--- src/rtl/irq_arbiter_pkg.sv ---
// irq_arbiter_pkg
//   Shared constants for the interrupt arbiter slice.
//   irq_n_default : default log2 of the number of interrupt sources.
package irq_arbiter_pkg;

   localparam int irq_n_default = 3;

endpackage

--- src/rtl/irq_arbiter_priority_encoder.sv ---
// priority_encoder
//   Combinational highest-index-wins encoder.
//   Ports:
//     req : 2**n request vector
//     idx : index of the highest set bit of req (0 when req is empty)
//     any : 1 when at least one bit of req is set
module priority_encoder #(
   parameter int n = 3
) (
   input  logic [2**n-1:0] req,
   output logic [n-1:0]    idx,
   output logic            any
);

   // Ascending scan: the last set bit seen is the highest index.
   always_comb begin
      idx = '0;
      any = 1'b0;
      for (int i = 0; i < 2**n; i++) begin
         if (req[i]) begin
            idx = i[n-1:0];
            any = 1'b1;
         end
      end
   end

endmodule

--- src/rtl/irq_arbiter.sv ---
// irq_arbiter
//   Edge-detecting interrupt arbiter. Rising edges on irq_in latch pending
//   bits; the highest enabled pending index is offered to a consumer over a
//   valid/ready handshake.
//
//   Handshake: irq_valid/irq_id are registered outputs. Once irq_valid is
//   high, irq_id and irq_valid hold stable until a cycle in which
//   irq_valid & irq_ready are both high; that cycle is the transfer. irq_ready
//   while irq_valid is low has no effect.
//
//   Ports:
//     clk         : clock, rising edge
//     reset       : synchronous active-high reset
//     irq_in      : raw interrupt lines (synchronous to clk)
//     irq_en      : per-source enable mask
//     flush       : clears pending bits and withdraws any offer
//     irq_valid   : an id is being offered
//     irq_id      : offered source index
//     irq_ready   : consumer accepts the offered id
//     irq_pending : pending register read-out
//     fsm_state   : current FSM state (0 = IDLE, 1 = OFFER) for observation
module irq_arbiter
   import irq_arbiter_pkg::*;
#(
   parameter int n = irq_n_default
) (
   input  logic            clk,
   input  logic            reset,
   input  logic [2**n-1:0] irq_in,
   input  logic [2**n-1:0] irq_en,
   input  logic            flush,
   output logic            irq_valid,
   output logic [n-1:0]    irq_id,
   input  logic            irq_ready,
   output logic [2**n-1:0] irq_pending,
   output logic [0:0]      fsm_state
);

   localparam int w = 2**n;

   localparam logic [0:0] IDLE  = 1'b0;
   localparam logic [0:0] OFFER = 1'b1;

   logic [0:0]   state;
   logic [w-1:0] irq_prev;
   logic [w-1:0] pending;
   logic [w-1:0] rise;
   logic [w-1:0] clr_mask;
   logic [w-1:0] pending_next;
   logic [n-1:0] sel_idx;
   logic         sel_any;
   logic         accept;

   priority_encoder #(
      .n (n)
   ) u_prio (
      .req (pending & irq_en),
      .idx (sel_idx),
      .any (sel_any)
   );

   assign rise   = irq_in & ~irq_prev;
   assign accept = (state == OFFER) && irq_ready;

   // Clear the accepted bit first, then OR in new rises so a re-rise on the
   // same line in the accept cycle keeps the bit set.
   always_comb begin
      clr_mask = '0;
      if (accept) begin
         clr_mask = {{(w-1){1'b0}}, 1'b1} << irq_id;
      end
      pending_next = (pending & ~clr_mask) | rise;
   end

   always_ff @(posedge clk) begin
      if (reset) begin
         state     <= IDLE;
         irq_valid <= 1'b0;
         irq_id    <= '0;
         pending   <= '0;
         irq_prev  <= '0;
      end else begin
         irq_prev <= irq_in;
         if (flush) begin
            pending   <= '0;
            irq_valid <= 1'b0;
            state     <= IDLE;
         end else begin
            pending <= pending_next;
            case (state)
               IDLE: begin
                  // Arbitration uses the registered pending bits, so a rise
                  // is offered one edge after it is latched.
                  if (sel_any) begin
                     state     <= OFFER;
                     irq_valid <= 1'b1;
                     irq_id    <= sel_idx;
                  end
               end
               OFFER: begin
                  // No pre-emption and no withdrawal on mask change: only
                  // the handshake leaves OFFER.
                  if (irq_ready) begin
                     state     <= IDLE;
                     irq_valid <= 1'b0;
                  end
               end
               default: state <= IDLE;
            endcase
         end
      end
   end

   assign irq_pending = pending;
   assign fsm_state   = state;

endmodule

--- config.mk ---
export PLATFORM = sky130hd
export DESIGN_NAME = irq_arbiter
export DESIGN_NICKNAME = d
export VERILOG_FILES = /design/src/rtl/irq_arbiter_pkg.sv /design/src/rtl/irq_arbiter_priority_encoder.sv /design/src/rtl/irq_arbiter.sv
export SDC_FILE = /design/constraint.sdc
export NUM_CORES = 1
export LEC_CHECK = 0
export CAP_MARGIN = 20
export CORE_MARGIN = 2
export CORE_UTILIZATION = 45
export DETAILED_ROUTE_END_ITERATION = 6
export GPL_TIMING_DRIVEN = 0
export PLACE_DENSITY = 0.86
export SYNTH_ARGS = -nofsm -noshare
export SYNTH_HDL_FRONTEND = slang
export SYNTH_HIERARCHICAL = 1
export SYNTH_SLANG_ARGS = --single-unit
--- constraint.sdc ---
create_clock -name clk -period 2.9 [get_ports clk]
set_input_delay 0.58 -clock clk [delete_from_list [all_inputs] [get_ports clk]]
set_output_delay 0.58 -clock clk [all_outputs]
set_load 0.02 [all_outputs]
==> summary.txt, run 1 <==
Timing
  – Skew final: 0.00320 ns
  – Worst setup margin: 0.873 ns
  – Slew @ Worst Pin: 0.454 ns
  – RSZ-0062 raised after global routing: false
  – Final Critical Period: 2.03 ns
  – Max-slew violation count: 0
  – Slew margin rel.: 69.7%
  – Hold WS: 0.485 ns
  – Max Fclk: 0.493 GHz
  – Setup tns final: 0 ns
  – Period utilization: 69.9%
  – Final setup viols: 0
  – Final hold violations: 0

Synthesis
  – Seq cells post-synth: 21
  – Leading area contributor after synthesis: dfxtp_1
  – Top cells by area, synth: dfxtp_1 49%, nand2b_1 7.3%, nor2b_1 6.6%, a21oi_1 6.5%, and2_1 5.9%
  – Synthesized cell area: 853 µm²
  – Number of distinct library cells after synthesis: 21
  – Syn Inst Count: 94
  – Syn Area/Cell: 9.08 µm²
  – Top-area cell type share of the netlist area: 49.3%
  – Warnings from Yosys: 6
  – Register area share after synthesis: 49.3%
  – Syn Nets: 114

Drt
  – Wire per inst: 12.3 µm
  – Number of routed nets with antenna violations: 0
  – Routed vias: 769
  – DRC: 0
  – 1st-iter DRT viols: 5
  – WL final: 1910 µm
  – Vias/cell: 4.96
  – Drt pass-1 iters: 6

Power
  – Leakage: 0.449 nW
  – Power Density: 448 nW/µm²
  – Overall power: 0.551 mW
  – Peak supply drop: 257 µV

Setup path
  – Worst EP required: 2.32 ns
  – CP Max Fanout: 7
  – Reg2Reg Depth: 6
  – CP Buf/Inv Count: 1
  – Crit Reg-Reg Endpoint: irq_id[2]$_SDFFE_PP0P_
  – Startpoint types: flip-flop
  – Critical Path AT: 1.45 ns
  – Critical Path Slowest Stage Cell: clkdlybuf4s50_1
  – Reg2reg start: irq_pending[4]$_SDFF_PP0_
  – Crit path cell chain: clkdlybuf4s50_1
  – Worst Setup End Kind: output pin
  – Levels on crit path: 1
  – CP peak stage delay: 0.66 ns
  – CP delay by family, top: buffers and inverters
  – Critical path class: reg -> out
  – R2r setup slk: 1.44 ns

GRT
  – Tot GR Track Use: 18.9%
  – First-pass GRT wire length: 2990 µm
  – Vias in the first global route: 739
  – Largest net degree at the start of global routing: 12
  – Grt total ovfl: 0
  – Initial antenna violation count: 0

Die
  – IO Count: 33
  – Initial Util: 48.4%
  – # rows: 15
  – Die height: 47.5 µm
  – Die width: 47.5 µm
  – Total Die Area: 2260 µm²
  – Core ar.: 1760 µm²

Placed design
  – DP Worst Slack: 0.773 ns
  – GP Congestion: 0.751
  – Buffers on Ports: 32
  – Hpwl dp: 1490 µm
  – Placed cells: 151

Run
  – Max-cap viol count: 0

CTS
  – CTS tree: yes
  – CTS Hold Bufs: 0
  – CTS Buf Count: 3
  – CTS H-Tree Depth: 1
  – Clk sink count: 21
  – Root Driver: clkbuf_4
  – Worst skew pair latency: 0.30 ns
  – Setup bufs post-CTS: 0
  – Clock Pin Slew Worst Setup and Hold Paths: 0.11 ns
  – Clock tree buffer depth: 2
  – # resized after CTS: 0

Worst hold path
  – Hold Crit Depth: 2
  – Hold_sp: irq_pending[0]$_SDFF_PP0_
  – Hold Crit Class: reg -> reg
  – Hold Crit Endpoint: irq_pending[0]$_SDFF_PP0_

Outcome
  – Outcome: finished clean

Finish
  – Nets: 151
  – P&R area growth vs syn: 44.3%
  – Share of layout cells above drive strength 1: 4.62%
  – Final cell count without fillers: 155
  – FILL cells: 170
  – # diodes: 0
[layer usage]
| layer | vias up | share of wire [%] | global-route usage (%) |
|---|---|---|---|
| met5 | - | 0 | 0 |
| met4 | 0 | 0.68 | 8.65 |
| met3 | 2 | 4.6 | 2.26 |
| met2 | 24 | 52 | 34.1 |
| met1 | 355 | 43 | 22.4 |
| li1 | 388 | - | - |
[per-stage QoR]
stage	util (%)	cell area, µm²
2_1_floorplan	-	853
3_3_place_gp	68.3	1200
3_5_place_dp	68.3	1200
4_1_cts	69.8	1230
5_1_grt	69.8	1230
6_report	69.8	1230
[final cells by class]
| cell class | instances | area, µm² | share of cell area, % |
|---|---|---|---|
| multi-input combinational | 69 | 417 | 33.8 |
| timing repair buffer | 32 | 320 | 26.0 |
| inverter | 2 | 7.51 | 0.610 |
| buffer | 2 | 8.76 | 0.711 |
| clock buffer | 4 | 26.3 | 2.13 |
| tap | 25 | 31.3 | 2.54 |
| sequential | 21 | 420 | 34.1 |
[where the power goes]
group / internal [mW] / leakage, nW / switching [mW]
logic: 0.0593 / 0.261 / 0.0420
clock network: 0.0535 / 0.0150 / 0.0843
registers: 0.303 / 0.173 / 0.00930
total: 0.416 / 0.449 / 0.136
[synthesized netlist by cell type (all sizes together)]
| cell type | n |
|---|---|
| nand3b | 1 |
| and2 | 8 |
| and2b | 1 |
| o21ba | 1 |
| nor2b | 9 |
| nand2 | 3 |
| nand4 | 1 |
| nor3b | 1 |
| inv | 1 |
| o31ai | 4 |
| nand3 | 1 |
| clkbuf | 1 |
| nor2 | 8 |
| buf | 1 |
| o21ai | 6 |
| a21oi | 11 |
| mux2i | 3 |
| nand2b | 10 |
| clkinv | 1 |
| dfxtp | 21 |
| or2 | 1 |
[worst max-delay path by stage]
stage                               from  slack (ns)                      to
floorplan                      irq_en[5]        1.41  irq_id[0]$_SDFFE_PP0P_
global placement               irq_en[4]        0.85  irq_id[2]$_SDFFE_PP0P_
detailed placement             irq_en[5]        0.77  irq_id[2]$_SDFFE_PP0P_
CTS                 fsm_state$_SDFF_PP0_        0.87               fsm_state
global route        fsm_state$_SDFF_PP0_        0.83               fsm_state
finish              fsm_state$_SDFF_PP0_        0.87               fsm_state
[sequential cells by signal (all words and copies together) (netlist names)]
| name | flops |
|---|---|
| irq_pending | 8 |
| irq_prev | 8 |
| irq_id | 3 |
| fsm_state | 1 |
| irq_valid | 1 |
[kinds of logic (layout without fill, tap and decap cells)]
logic type / after synthesis / after routing / synth area share (%)
compound gates: 22 / 22 / 14.7
buf+inv: 4 / 40 / 1.90
flops: 21 / 21 / 49.3
mux: 3 / 3 / 3.52
simple gates: 44 / 44 / 30.6
[cell usage in the layout (no fill, tap or decap), drive strengths merged, types with 3 or more instances in the layout]
cell type | synthesis | layout
clkdlybuf4s50 | 0 | 32
dfxtp | 21 | 21
mux2i | 3 | 3
nand2b | 10 | 10
nor2b | 9 | 9
clkbuf | 1 | 5
o31ai | 4 | 4
o21ai | 6 | 6
nor2 | 8 | 8
nand2 | 3 | 3
and2 | 8 | 8
a21oi | 11 | 11
Power figures use the tool's default switching activity.
==> inputs of run 2 (changes only) <==
--- a/config.mk
+++ b/config.mk
@@ -7,10 +7,10 @@
 export LEC_CHECK = 0
 export CAP_MARGIN = 20
 export CORE_MARGIN = 2
-export CORE_UTILIZATION = 45
+export CORE_UTILIZATION = 42
 export DETAILED_ROUTE_END_ITERATION = 6
 export GPL_TIMING_DRIVEN = 0
-export PLACE_DENSITY = 0.86
+export PLACE_DENSITY = 0.81
 export SYNTH_ARGS = -nofsm -noshare
 export SYNTH_HDL_FRONTEND = slang
 export SYNTH_HIERARCHICAL = 1
==> constraint.sdc (replaced) <==
create_clock -name clk -period 2 [get_ports clk]
set_input_delay 0.4 -clock clk [delete_from_list [all_inputs] [get_ports clk]]
set_output_delay 0.4 -clock clk [all_outputs]
set_load 0.02 [all_outputs]
==> summary.txt, run 2 (synthesized netlist as in run 1, its figures left out) <==
CTS
  – Root Driver: clkbuf_4
  – Clock tree buffer depth: 2 (unchanged)
  – CTS tree: yes
  – CTS H-Tree Depth: 1 (unchanged)
  – CTS Hold Bufs: 0 (unchanged)
  – Worst skew pair latency: 0.30 ns (about the same)
  – Clk sink count: 21 (unchanged)
  – # resized after CTS: 0 (unchanged)
  – CTS Buf Count: 3 (unchanged)
  – Clock Pin Slew Worst Setup and Hold Paths: 0.11 ns (about the same)
  – Setup bufs post-CTS: 0 (unchanged)

GRT
  – Grt total ovfl: 0 (unchanged)
  – First-pass GRT wire length: 2960 µm (-1.1%)
  – Vias in the first global route: 712 (-3.7%)
  – Tot GR Track Use: 15.9% (-3.0 points)
  – Largest net degree at the start of global routing: 12 (unchanged)
  – Initial antenna violation count: 0 (unchanged)

Drt
  – DRC: 0 (unchanged)
  – Wire per inst: 11.4 µm (-7.1%)
  – Number of routed nets with antenna violations: 0 (unchanged)
  – Routed vias: 754 (-2.0%)
  – Drt pass-1 iters: 4 (-2)
  – 1st-iter DRT viols: 7 (+2)
  – WL final: 1800 µm (-5.9%)
  – Vias/cell: 4.80 (-3.2%)

Placed design
  – Buffers on Ports: 32 (unchanged)
  – DP Worst Slack: 0.105 ns (-0.667 ns)
  – Hpwl dp: 1390 µm (-6.8%)
  – Placed inst area: 1210 µm² (+0.21%)
  – Placed cells: 153 (+1.3%)
  – GP Congestion: 0.765 (+1.9%)

Setup path
  – Worst Setup End Kind: output pin
  – Critical Path Slowest Stage Cell: clkdlybuf4s50_1
  – Critical path class: reg -> out
  – CP Buf/Inv Count: 1 (unchanged)
  – CP peak stage delay: 0.66 ns (about the same)
  – Startpoint types: flip-flop
  – Worst EP required: 1.60 ns (-0.72 ns)
  – CP Max Fanout: 7 (unchanged)
  – Critical Path AT: 1.45 ns (about the same)
  – CP delay by family, top: buffers and inverters
  – Crit path cell chain: clkdlybuf4s50_1

Timing
  – Max Fclk: 0.540 GHz
  – Final Critical Period: 1.85 ns
  – Hold WS: 0.490 ns (+0.00527 ns)
  – Final hold violations: 0 (unchanged)
  – Period utilization: 92.6%
  – Max-slew violation count: 0 (unchanged)
  – Worst setup margin: 0.147 ns (-0.726 ns)
  – Skew final: 0.00402 ns (+0.000819 ns)
  – Final setup viols: 0 (unchanged)
  – Slew margin rel.: 68.3% (-1.4 points)
  – Setup tns final: 0 ns (unchanged)
  – Slew @ Worst Pin: 0.476 ns (+0.0214 ns)
  – RSZ-0062 raised after global routing: false

Finish
  – Most frequent cells in the layout: 32 x clkdlybuf4s50_1, 21 x dfxtp_1, 11 x a21oi_1, 10 x nand2b_1, 9 x nor2b_1
  – Final Cell Area: 1230 µm² (+0.20%)
  – Share of layout cells above drive strength 1: 4.62% (unchanged)
  – Final cell count without fillers: 157 (+1.3%)
  – Most common cell after layout, fill and taps aside: clkdlybuf4s50_1
  – # diodes: 0 (unchanged)
  – Post-layout util: 63.5% (-6.3 points)
  – P&R area growth vs syn: 44.6%
  – Nets: 151 (unchanged)
  – FILL cells: 179 (+5.3%)

Die
  – Core ar.: 1940 µm² (+10%)
  – # rows: 16 (+1)
  – Die width: 49.1 µm (+3.2%)
  – Die height: 49.1 µm (+3.2%)
  – IO Count: 33 (unchanged)
  – Total Die Area: 2410 µm² (+6.5%)
  – Initial Util: 43.9% (-4.4 points)

Power
  – Peak supply drop: 453 µV (+76%)
  – Power Density: 645 nW/µm² (+44%)
  – Overall power: 0.796 mW (+44%)
  – Leakage: 0.449 nW (unchanged)

Run
  – Max-cap viol count: 0 (unchanged)

Outcome
  – Outcome: finished clean

Worst hold path
  – Hold Crit Class: reg -> reg
[run 2: cell counts in the layout (fill, tap and decap cells not counted)]
No cell type changed its count.
[run 2: layout make-up]
cell class	instances	area (µm²)	area share (%)
clock buffers	4	26.3	2.13
repair buffers	32	320	26.0
flip-flops and latches	21	420	34.1
multi-input cells	69	417	33.8
inverters	2	7.51	0.609
plain buffers	2	8.76	0.710
well taps	27	33.8	2.74
[run 2: final timing paths]
kind	from	to	slack (ns)	cells after the start
setup / recovery	fsm_state$_SDFF_PP0_	fsm_state	0.15	1
hold / removal	irq_prev[1]$_SDFF_PP0_	irq_pending[1]$_SDFF_PP0_	0.49	2
setup reg to reg	irq_pending[5]$_SDFF_PP0_	irq_id[1]$_SDFFE_PP0P_	0.60	6
hold reg to reg	irq_prev[1]$_SDFF_PP0_	irq_pending[1]$_SDFF_PP0_	0.49	2
[run 2: power breakdown]
part           leakage (nW)  internal, mW  switching, mW
registers             0.173         0.439         0.0135
clock network        0.0150        0.0778          0.120
logic                 0.261        0.0860         0.0592
total                 0.449         0.603          0.193
[run 2: per-layer routing]
layer | vias up | track usage (%) | part of all wire, %
met5 | - | 0 | 0
met4 | 0 | 7.14 | 1.3
met3 | 2 | 3.37 | 4.4
met2 | 19 | 27.5 | 49
met1 | 343 | 18.8 | 45
li1 | 390 | - | -
